**config.mk**
```make
export PLATFORM = sky130hd
export DESIGN_NAME = reg_arbiter
export DESIGN_NICKNAME = d
export VERILOG_FILES = /design/src/rtl/reg_arbiter.sv
export SDC_FILE = /design/constraint.sdc
export NUM_CORES = 1
export LEC_CHECK = 0
export ABC_AREA = 1
export BUFFER_PORTS_ARGS = -buffer_cell sky130_fd_sc_hd__buf_2
export CORE_AREA = 5 5 134 136
export CTS_CLUSTER_SIZE = 12
export DETAILED_ROUTE_END_ITERATION = 7
export DIE_AREA = 0 0 139 141
export PLACE_DENSITY = 0.77
export SYNTH_ARGS = -nofsm -noshare
export SYNTH_HDL_FRONTEND = slang
export SYNTH_SLANG_ARGS = --single-unit
```
**constraint.sdc**
```tcl
create_clock -name clk -period 7 [get_ports clk]
set_input_delay 0.7 -clock clk [delete_from_list [all_inputs] [get_ports clk]]
set_output_delay 0.7 -clock clk [all_outputs]
set_load 0.01 [all_outputs]
```
**src/rtl/reg_arbiter.sv**
```systemverilog
// Round-robin arbitrated shared register: one requester writes per cycle.
// Optional ownership lock (IDLE/OWNED FSM + timer) compiled in with REG_ARB_LOCK_EN.
module reg_arbiter #(
    parameter int N        = 64,
    parameter int NREQ     = 4,
    parameter int LOCK_MAX = 16
) (
    input  logic                    clk,
    input  logic                    reset,
    input  logic [NREQ-1:0]         req,
    input  logic [NREQ-1:0]         lock,
    input  logic [NREQ*N-1:0]       wdata,
    output logic [NREQ-1:0]         gnt,
    output logic [N-1:0]            q,
    output logic [$clog2(NREQ)-1:0] last_id,
    output logic [15:0]             wr_cnt,
    output logic                    locked
);
    localparam int IW = $clog2(NREQ);

    logic [IW-1:0] ptr;
    logic [IW-1:0] rr_win;
    logic [IW-1:0] idx;
    logic [IW-1:0] wid;
    logic          rr_found;
    logic          wen;

    function automatic logic [IW-1:0] next_id(input logic [IW-1:0] i);
        return (i == IW'(NREQ - 1)) ? '0 : i + IW'(1);
    endfunction

    // Walk from the highest offset down so the lowest offset from ptr wins.
    always_comb begin
        rr_win   = '0;
        rr_found = 1'b0;
        idx      = '0;
        for (int k = NREQ - 1; k >= 0; k--) begin
            idx = IW'((int'(ptr) + k) % NREQ);
            if (req[idx]) begin
                rr_win   = idx;
                rr_found = 1'b1;
            end
        end
    end

`ifdef REG_ARB_LOCK_EN
    localparam int TW = $clog2(LOCK_MAX + 1);

    typedef enum logic {IDLE, OWNED} state_t;

    state_t        state;
    logic [IW-1:0] owner;
    logic [TW-1:0] timer;
    logic          release_now;

    assign release_now = !req[owner] || !lock[owner] || (timer == TW'(LOCK_MAX));

    always_comb begin
        gnt = '0;
        wid = rr_win;
        if (state == OWNED) begin
            wid = owner;
            if (req[owner] && !reset) gnt[owner] = 1'b1;
        end else if (rr_found && !reset) begin
            gnt[rr_win] = 1'b1;
        end
    end

    assign locked = (state == OWNED) && !reset;
`else
    logic unused;

    always_comb begin
        gnt = '0;
        wid = rr_win;
        if (rr_found && !reset) gnt[rr_win] = 1'b1;
    end

    assign locked = 1'b0;
    assign unused = ^lock ^ (LOCK_MAX > 0);
`endif

    assign wen = |gnt;

    always_ff @(posedge clk) begin
        if (reset) begin
            q       <= '0;
            ptr     <= '0;
            last_id <= '0;
            wr_cnt  <= '0;
`ifdef REG_ARB_LOCK_EN
            state   <= IDLE;
            owner   <= '0;
            timer   <= '0;
`endif
        end else begin
            if (wen) begin
                q       <= wdata[int'(wid)*N +: N];
                last_id <= wid;
                if (wr_cnt != 16'hFFFF) wr_cnt <= wr_cnt + 16'd1;
            end
`ifdef REG_ARB_LOCK_EN
            case (state)
                IDLE: begin
                    if (wen && lock[wid]) begin
                        state <= OWNED;
                        owner <= wid;
                        timer <= TW'(1);
                    end else if (wen) begin
                        ptr <= next_id(wid);
                    end
                end
                OWNED: begin
                    // Release advances ptr past the owner so it cannot re-grab immediately.
                    if (release_now) begin
                        state <= IDLE;
                        timer <= '0;
                        ptr   <= next_id(owner);
                    end else begin
                        timer <= timer + TW'(1);
                    end
                end
                default: state <= IDLE;
            endcase
`else
            if (wen) ptr <= next_id(wid);
`endif
        end
    end
endmodule

```
==> metrics.txt, run 1 <==
postcts setup bufs=0; Synth area leaders=nand3_1, dfxtp_1, inv_1, nand2_1, o21bai_1; Routed WL=23400 um; via total after detailed routing=between 8000 and 9000; multiplexer area fraction after synthesis=0%; simple-gate share of the synthesized area=between 30% and 40%; Clock transition at path regs=roughly 0.060 ns; top cell family by delay on the critical path=simple AND/OR/NAND/NOR gates; vias in the first global route=7879; Global Route Usage Sum=a little under a quarter; DR pass1 iterations=5; Starting Density=between 40% and 50%; Syn Area/Cell=roughly 5.5 um^2; PwrDens=approximately 400 nW/um^2; slowest stage delay, CP=about 0.75 ns; CTS tree=yes; Routed Antenna Nets=0; worst hold start=last_id[0]; hold path cells=2; Crit. End Element=flip-flop; CTS max path bufs=2; Critical Path AT=around 4.7 ns; Reg2Reg Capture Point=q[41]; CP Max Fanout=96; r2r setup slk=2.55 ns; share of layout cells above drive strength 1=about a quarter; max capacitance violation total=0; core outline area=approximately 17000 um^2; Synth Area in XOR/XNOR=between 1.5 and 2%; Main synth FF type=dfxtp_1; fmax=roughly 0.22 GHz; Ys Warns=0; Final Hold Fails=0; critical path, cell by cell=inv_1, nand2_1, nand2_1, inv_1, nand2_1, nand3_1, nand3_4, nand2_4, ha_1, o21ai_1, nand2_4, buf_4, nand3_1, nand2_1, inv_1; GR Overflow Total=0; GP Congestion=0.926; most common cell after layout, fill and taps aside=inv_1; CP startpoint kind=flip-flop; Crit path buffers/inverters=4; Finished Cell Area=just over 9000 um^2; initial DRC count=roughly 480; Max Transition Viols Final=0; status=finished, final reports clean; die area=~20000 um^2; Max transition margin=a little under a quarter; Root Buffer=clkbuf_16; Worst R2R Start=ptr[0]; fin nets=1862; Rows=between 40 and 50; Pleak=around 0.0064 uW; hold path endpoint=last_id[0]; hpwl dp=16700 um; hold buffer count at cts=0; Syn-to-layout area delta=27.0%; ys async rst share=0%; initial antenna violation count=2; crit path kind=flip-flop to flip-flop; Die Wd=139 um; Peak VDD IR=0.000256 V; post-synthesis compound-gate area fraction=under 10%; register area share after synthesis=23.1%; Cell Area, Synth=approximately 7300 um^2; Least-Margin Pin Slew=1.14 ns; Post-synth EDFFs=0; Final Skew=between 0.006 and 0.007 ns; first-pass GRT wire length=approximately 38000 um; I/O pin count=approximately 350; RSZ-0062 raised after global routing=no; most used cell, CP=nand2_1; Final min period=4.45 ns; final setup fails=0; #FFs+latches synth=84; Post-Synth Adder-Cell Area=less than 1%; ant diodes=0; Post-Synthesis Cells=around 1300; Vias/cell=4.76; CP max stage cell=nand2_4; Data required, critical path=roughly 7.2 ns; pin count of the biggest net entering global routing=approximately 110; final worst path period share=63.5%; Avg WL per Cell=around 13 um; Fin Setup TNS=0 ns; post-CTS sizing=0; Yosys top cell by area=nand3_1; DRC viols=0; syn nets=around 1600; IO buf count=roughly 350; top cell type's share of synthesized area=between 20% and 30%; largest family of logic cells by synthesized area=simple AND/OR/NAND/NOR gates; worst reg2reg path depth=15; most frequent cells in the layout=inv_1, buf_2, nand3_1; die height=about 140 um; dpl cell area=a little under 9000 um^2; Synth cell types=25; Hold Crit Class=flip-flop to flip-flop; total CTS buffers=9; clock sinks=between 80 and 90; CTS HTree Levels=3; worst-skew pair later-pin latency=~0.34 ns
## sequential cells by signal, indices dropped and copies added (netlist names)
name and count:
q 64, last_id 2, wr_cnt 16, ptr 2
## per-stage QoR
stage	std cells	total power [uW]	setup slack, ns	hold WS (ns)	util, %
2_1_floorplan	1313	2660	4.28	0.483	-
3_3_place_gp	1807	3160	2.44	0.461	53.0
3_5_place_dp	1807	3200	2.43	0.460	53.0
4_1_cts	1823	3740	2.52	0.470	54.9
5_1_grt	1823	4090	2.05	0.496	54.9
6_report	1823	3710	2.55	0.465	54.9
## layout make-up
| type | count | area [um^2] |
|---|---|---|
| Clock inverter | 6 | 87.6 |
| Tap cell | 225 | 282 |
| Fill cell | 1718 | 7580 |
| Clock buffer | 10 | 239 |
| Sequential cell | 84 | 1680 |
| Multi-Input combinational cell | 735 | 3620 |
| Inverter | 409 | 1540 |
| Timing Repair Buffer | 354 | 1790 |
## cell families after synthesis
group	after synthesis
and+or+nand+nor	625
buffers and inverters	494
AOI/OAI and AO/OA	93
DFF	84
xor gates and xnor gates	13
adders and majority gates	3
other	1
## metal layers
| metal | up-vias | global-route usage (%) | share of wire, % |
|---|---|---|---|
| li1 | 4472 | - | - |
| met5 | - | 0 | 0.090 |
| met3 | 48 | 5.46 | 7.5 |
| met2 | 307 | 39.8 | 49 |
| met4 | 4 | 6.44 | 2.3 |
| met1 | 3840 | 27.9 | 41 |
## cells in the mapped netlist, drive strengths merged (2+ instances only)
master and instances:
inv 409, nand3 347, nand2 250, dfxtp 84
buf 65, o21bai 64, nor2 24, clkbuf 20
a21oi 18, o21ai 11, xor2 9, xnor2 4
ha 3, nor3 2
## worst max-delay path by stage
stage	from	end	cells past startpoint
6_report	ptr[0]	q[41]	15
3_5_place_dp	req[1]	q[41]	14
4_1_cts	ptr[0]	q[41]	15
2_1_floorplan	req[2]	q[44]	20
3_3_place_gp	req[3]	q[41]	14
5_1_grt	ptr[0]	q[60]	17
## report_power, final
part | switching (uW) | internal [uW] | total, uW
registers | 87.7 | 636 | 724
logic | 1640 | 816 | 2460
clock network | 201 | 322 | 524
## tightest hold or removal path, cell delays in order (launching register included)
cell and delay (ns):
dfxtp_1 0.31, nand2_1 0.06, a21oi_1 0.05
No activity file was read; power rests on OpenSTA's default activity.
==> inputs of run 2 (changes only) <==
--- a/config.mk
+++ b/config.mk
@@ -7,11 +7,11 @@
 export LEC_CHECK = 0
 export ABC_AREA = 1
 export BUFFER_PORTS_ARGS = -buffer_cell sky130_fd_sc_hd__buf_2
-export CORE_AREA = 5 5 134 136
+export CORE_AREA = 5 5 133 135
 export CTS_CLUSTER_SIZE = 12
 export DETAILED_ROUTE_END_ITERATION = 7
-export DIE_AREA = 0 0 139 141
-export PLACE_DENSITY = 0.77
+export DIE_AREA = 0 0 138 140
+export PLACE_DENSITY = 0.78
 export SYNTH_ARGS = -nofsm -noshare
 export SYNTH_HDL_FRONTEND = slang
 export SYNTH_SLANG_ARGS = --single-unit
==> constraint.sdc (replaced) <==
create_clock -name clk -period 4.42 [get_ports clk]
set_input_delay 0.442 -clock clk [delete_from_list [all_inputs] [get_ports clk]]
set_output_delay 0.442 -clock clk [all_outputs]
set_load 0.01 [all_outputs]
==> metrics.txt, run 2 (synthesis gave the netlist of run 1 again) <==
final setup fails=0; clock sinks=84; Peak VDD IR=0.000815 V; status=finished, final reports clean; Rows=between 40 and 50; Syn-to-layout area delta=27.6%; Hold Crit Class=flip-flop to flip-flop; Data required, critical path=between 4 and 5 ns; postcts setup bufs=0; Routed WL=23100 um; CP Max Fanout=65; pin count of the biggest net entering global routing=82; fmax=between 0.2 and 0.3 GHz; post-CTS sizing=0; CP max stage cell=dfxtp_1; Vias/cell=around 4.7; critical path, cell by cell=inv_1, nand2_1, nand2_1, inv_1, nand2_1, nand3_1, nand2_1, nand2_2, buf_4, nand2_1, nand2_4, nand2_2, o21ai_0, nor2_1; most frequent cells in the layout=inv_1, buf_2, nand3_1; Routed Antenna Nets=0; GR Overflow Total=0; I/O pin count=~350; CTS HTree Levels=3; worst reg2reg path depth=14; CTS tree=yes; final worst path period share=~80%; hold buffer count at cts=0; vias in the first global route=about 7700; Avg WL per Cell=12.7 um; via total after detailed routing=8610; Final min period=approximately 3.5 ns; share of layout cells above drive strength 1=roughly 24%; total CTS buffers=9; CP startpoint kind=flip-flop; PwrDens=approximately 630 nW/um^2; die height=approximately 140 um; RSZ-0062 raised after global routing=no; slowest stage delay, CP=0.62 ns; worst-skew pair later-pin latency=0.34 ns; setup ws final=between 0.9 and 1 ns; Clock transition at path regs=0.07 ns; Root Buffer=clkbuf_16; DRC viols=0; fin nets=between 1500 and 2000; initial antenna violation count=1; Final Skew=between 0.009 and 0.01 ns; Max Transition Viols Final=0; Starting Density=between 40% and 50%; crit path kind=flip-flop to flip-flop; Final Hold Fails=0; IO buf count=between 300 and 400; DR pass1 iterations=5; Post-Place Worst Slack=around 0.94 ns; Largest regs=q (64), wr_cnt (16); Crit path buffers/inverters=3; most common cell after layout, fill and taps aside=inv_1; top cell family by delay on the critical path=simple AND/OR/NAND/NOR gates; initial DRC count=~520; hold path cells=2; Fin Setup TNS=0 ns; Global Route Usage Sum=~22%; die area=about 19000 um^2; max capacitance violation total=0; most used cell, CP=nand2_1; CP Depth=14; CTS max path bufs=2; core outline area=between 15000 and 20000 um^2; Top reg by flops=q; Max transition margin=47.2%; first-pass GRT wire length=between 30000 and 40000 um; Least-Margin Pin Slew=0.792 ns; max FFs per register=64; Critical Path AT=3.71 ns; Die Wd=138 um; hpwl dp=about 17000 um; GP Congestion=approximately 0.97; Crit. End Element=flip-flop; Pleak=about 0.0064 uW
## run 2: cell count changes in the layout (fill, tap and decap cells not counted), sizes merged
cell      previous run  this run
buf                354       359
diode                0         1
clkinvlp             0         2
bufinv               2         1
inv                409       410
clkinv               4         2
## run 2: per-stage QoR
stage	area [um^2]	std cells	power (uW)	util, %	hold slack, ns
after global routing	9280	1824	6490	56.7	0.496
after global placement	8960	1807	5080	54.8	0.466
after floorplan	7270	1313	4210	-	0.483
final	9280	1824	5880	56.7	0.475
after detailed placement	8960	1807	5140	54.8	0.464
after CTS	9270	1823	5940	56.7	0.474
## run 2: layout make-up
cell class	count	area, um^2
fill	1705	7070
multi-input combinational	735	3620
timing repair buffer	359	1850
sequential	84	1680
inverter	409	1540
tap	220	275
clock buffer	10	239
clock inverter	6	71.3
antenna	1	2.50
## run 2: worst paths after layout
check | from | to | slack, ns
hold / removal | last_id[1] | last_id[1] | 0.48
hold reg to reg | last_id[1] | last_id[1] | 0.48
setup / recovery | ptr[0] | wr_cnt[1] | 0.94
setup reg to reg | ptr[0] | wr_cnt[1] | 0.94
## run 2: metal layers
| layer | wire length [um] | vias up | track usage [%] |
|---|---|---|---|
| li1 | - | 4485 | - |
| met1 | 9670 | 3740 | 28.5 |
| met2 | 11200 | 343 | 38.5 |
| met3 | 1720 | 42 | 4.53 |
| met4 | 550 | 0 | 7.23 |
| met5 | 0 | - | 0 |
## run 2: power by group
group | switching (uW) | internal [uW]
registers | 135 | 1010
clock network | 316 | 457
logic | 2620 | 1350
total | 3070 | 2810
## run 2: tightest hold or removal path, delay by kind of cell (launching register included)
family | cells | cell delay (ns)
compound gates | 1 | 0.05
flops | 1 | 0.31
simple gates | 1 | 0.06
==> inputs of run 3 (changes only) <==
--- a/config.mk
+++ b/config.mk
@@ -7,10 +7,10 @@
 export LEC_CHECK = 0
 export ABC_AREA = 1
 export BUFFER_PORTS_ARGS = -buffer_cell sky130_fd_sc_hd__buf_2
-export CORE_AREA = 5 5 133 135
+export CORE_MARGIN = 5
+export CORE_UTILIZATION = 43
 export CTS_CLUSTER_SIZE = 12
 export DETAILED_ROUTE_END_ITERATION = 7
-export DIE_AREA = 0 0 138 140
 export PLACE_DENSITY = 0.78
 export SYNTH_ARGS = -nofsm -noshare
 export SYNTH_HDL_FRONTEND = slang
==> constraint.sdc (replaced) <==
create_clock -name clk -period 3 [get_ports clk]
set_input_delay 0.3 -clock clk [delete_from_list [all_inputs] [get_ports clk]]
set_output_delay 0.3 -clock clk [all_outputs]
set_load 0.01 [all_outputs]
==> metrics.txt, run 3 (synthesis gave the netlist of run 1 again) <==
final setup fails=0; CP Depth=11; hold path cells=7; Max Transition Viols Final=0; via total after detailed routing=~8700; status=finished, final reports clean; clock sinks=between 80 and 90; GR Overflow Total=0; Rows=between 40 and 50; Finished Cell Area=a little over 9000 um^2; Final min period=2.74 ns; core outline area=16600 um^2; Crit path buffers/inverters=3; Pwr Total=~8700 uW; CP max stage cell=dfxtp_2; initial antenna violation count=3; hold path endpoint=q[49]; GP Congestion=approximately 0.94; Routed Antenna Nets=0; max FFs per register=between 60 and 70; initial DRC count=525; RSZ-0062 raised after global routing=no; Final Hold Fails=0; DR pass1 iterations=5; share of layout cells above drive strength 1=~24%; CP startpoint kind=flip-flop; Sequential Power Share=between 10% and 20%; Peak VDD IR=0.00105 V; max capacitance violation total=0; hold buffer count at cts=0; Fin Setup TNS=0 ns; Critical Path AT=~2.4 ns; Internal=between 4000 and 5000 uW; pin count of the biggest net entering global routing=around 130; final worst path period share=91.4%; Final Skew=0.00765 ns; Hold Crit Class=primary input to flip-flop; die area=19600 um^2; CTS tree=yes; worst-skew pair later-pin latency=around 0.34 ns; Pleak=0.00638 uW; IO buf count=about 350; Worst R2R Start=ptr[0]; crit path kind=flip-flop to primary output; worst reg2reg path depth=17; r2r setup slk=between 0.3 and 0.4 ns; Sw Share=52.1%; most common cell after layout, fill and taps aside=inv_1; die height=roughly 140 um; hpwl dp=between 15000 and 20000 um; top cell family by delay on the critical path=simple AND/OR/NAND/NOR gates; critical path, cell by cell=inv_1, nand2_1, nand2_1, nand2_1, nand3_1, nand2_1, nand2_4, nand2_4, buf_12, nor2_1, buf_2; Starting Density=a little over two fifths; Critical path origin=ptr[0]; Syn-to-layout area delta=27.9%; Largest regs=q (64), wr_cnt (16); dpl cell area=9010 um^2; Die Wd=140 um; PwrDens=940 nW/um^2; CTS max path bufs=2; Least-Margin Pin Slew=~0.9 ns; P_sw=between 4000 and 5000 uW; worst hold start=wdata[241]; Reg2Reg Capture Point=q[38]; Root Buffer=clkbuf_16; postcts setup bufs=0; vias in the first global route=between 7000 and 8000; total CTS buffers=9; Max transition margin=39.9%; first-pass GRT wire length=approximately 37000 um; Clock transition at path regs=roughly 0.060 ns; Avg WL per Cell=12.9 um; Hold WS=about 0.34 ns; power share of the combinational group=between 60% and 70%; fmax=0.365 GHz; Crit. End Element=primary output; Top reg by flops=q; Routed WL=23600 um; DRC viols=0; CTS HTree Levels=3; I/O pin count=approximately 350; fin nets=between 1500 and 2000; CP Max Fanout=112; slowest stage delay, CP=slightly below 0.5 ns; most used cell, CP=nand2_1; Vias/cell=around 4.7; Global Route Usage Sum=22.6%; Clock power frac=12.5%; most frequent cells in the layout=inv_1, buf_2, nand3_1; Data required, critical path=between 2 and 3 ns
[run 3: cell types whose count changed in the layout (fill, tap and decap cells not counted), moves of 2 or more]
cell and change:
buf_4 -2, clkbuf_1 +3, buf_12 +3, clkinv_4 -2
[run 3: repair_timing]
item | in CTS | in global routing
endpoints found under the hold margin | 0 | 0
endpoints found under the setup margin | 0 | 62
gates resized for setup | 0 | 1
[run 3: tightest hold or removal path: stages]
cell and delay (ns):
buf_2 0.07, inv_1 0.03, nand2_1 0.05, nand3_1 0.06
nand3_1 0.06, nand2_1 0.04, inv_1 0.04
[run 3: metrics by stage]
stage	util, %	instances	setup slack, ns
after floorplan	-	1313	0.527
after global placement	54.3	1808	0.307
after detailed placement	54.3	1808	0.222
after CTS	56.0	1824	0.149
after global routing	56.1	1825	0.155
final	56.1	1825	0.259
[run 3: worst max path at each step]
stage,slack [ns],end
6_report,0.26,gnt[0]
3_5_place_dp,0.22,q[38]
2_1_floorplan,0.53,q[44]
5_1_grt,0.16,q[44]
3_3_place_gp,0.31,q[44]
4_1_cts,0.15,gnt[0]
[run 3: layout make-up]
type                            instances  area [um^2]
Inverter                              409         1540
Sequential cell                        84         1680
Clock inverter                          4         50.0
Fill cell                            1738         7290
Tap cell                              220          275
Antenna cell                            1         2.50
Clock buffer                           12          236
Timing Repair Buffer                  360         1900
Multi-Input combinational cell        735         3620
[run 3: power by group through the flow]
stage	logic [uW]	registers [uW]	clock network [uW]
2_1_floorplan	4350	1850	0
3_3_place_gp	5880	1690	0
3_5_place_dp	5950	1720	0
4_1_cts	5960	1700	1130
5_1_grt	6700	1740	1180
6_report	5950	1700	1100
[run 3: metal layers]
layer	up-vias	share of wire, %	global-route usage, %	wire [um]
li1	4482	-	-	-
met1	3752	41	28.5	9720
met2	373	48	38.2	11200
met3	53	8.1	4.40	1920
met4	4	3.0	8.36	719
met5	-	0.064	0	15
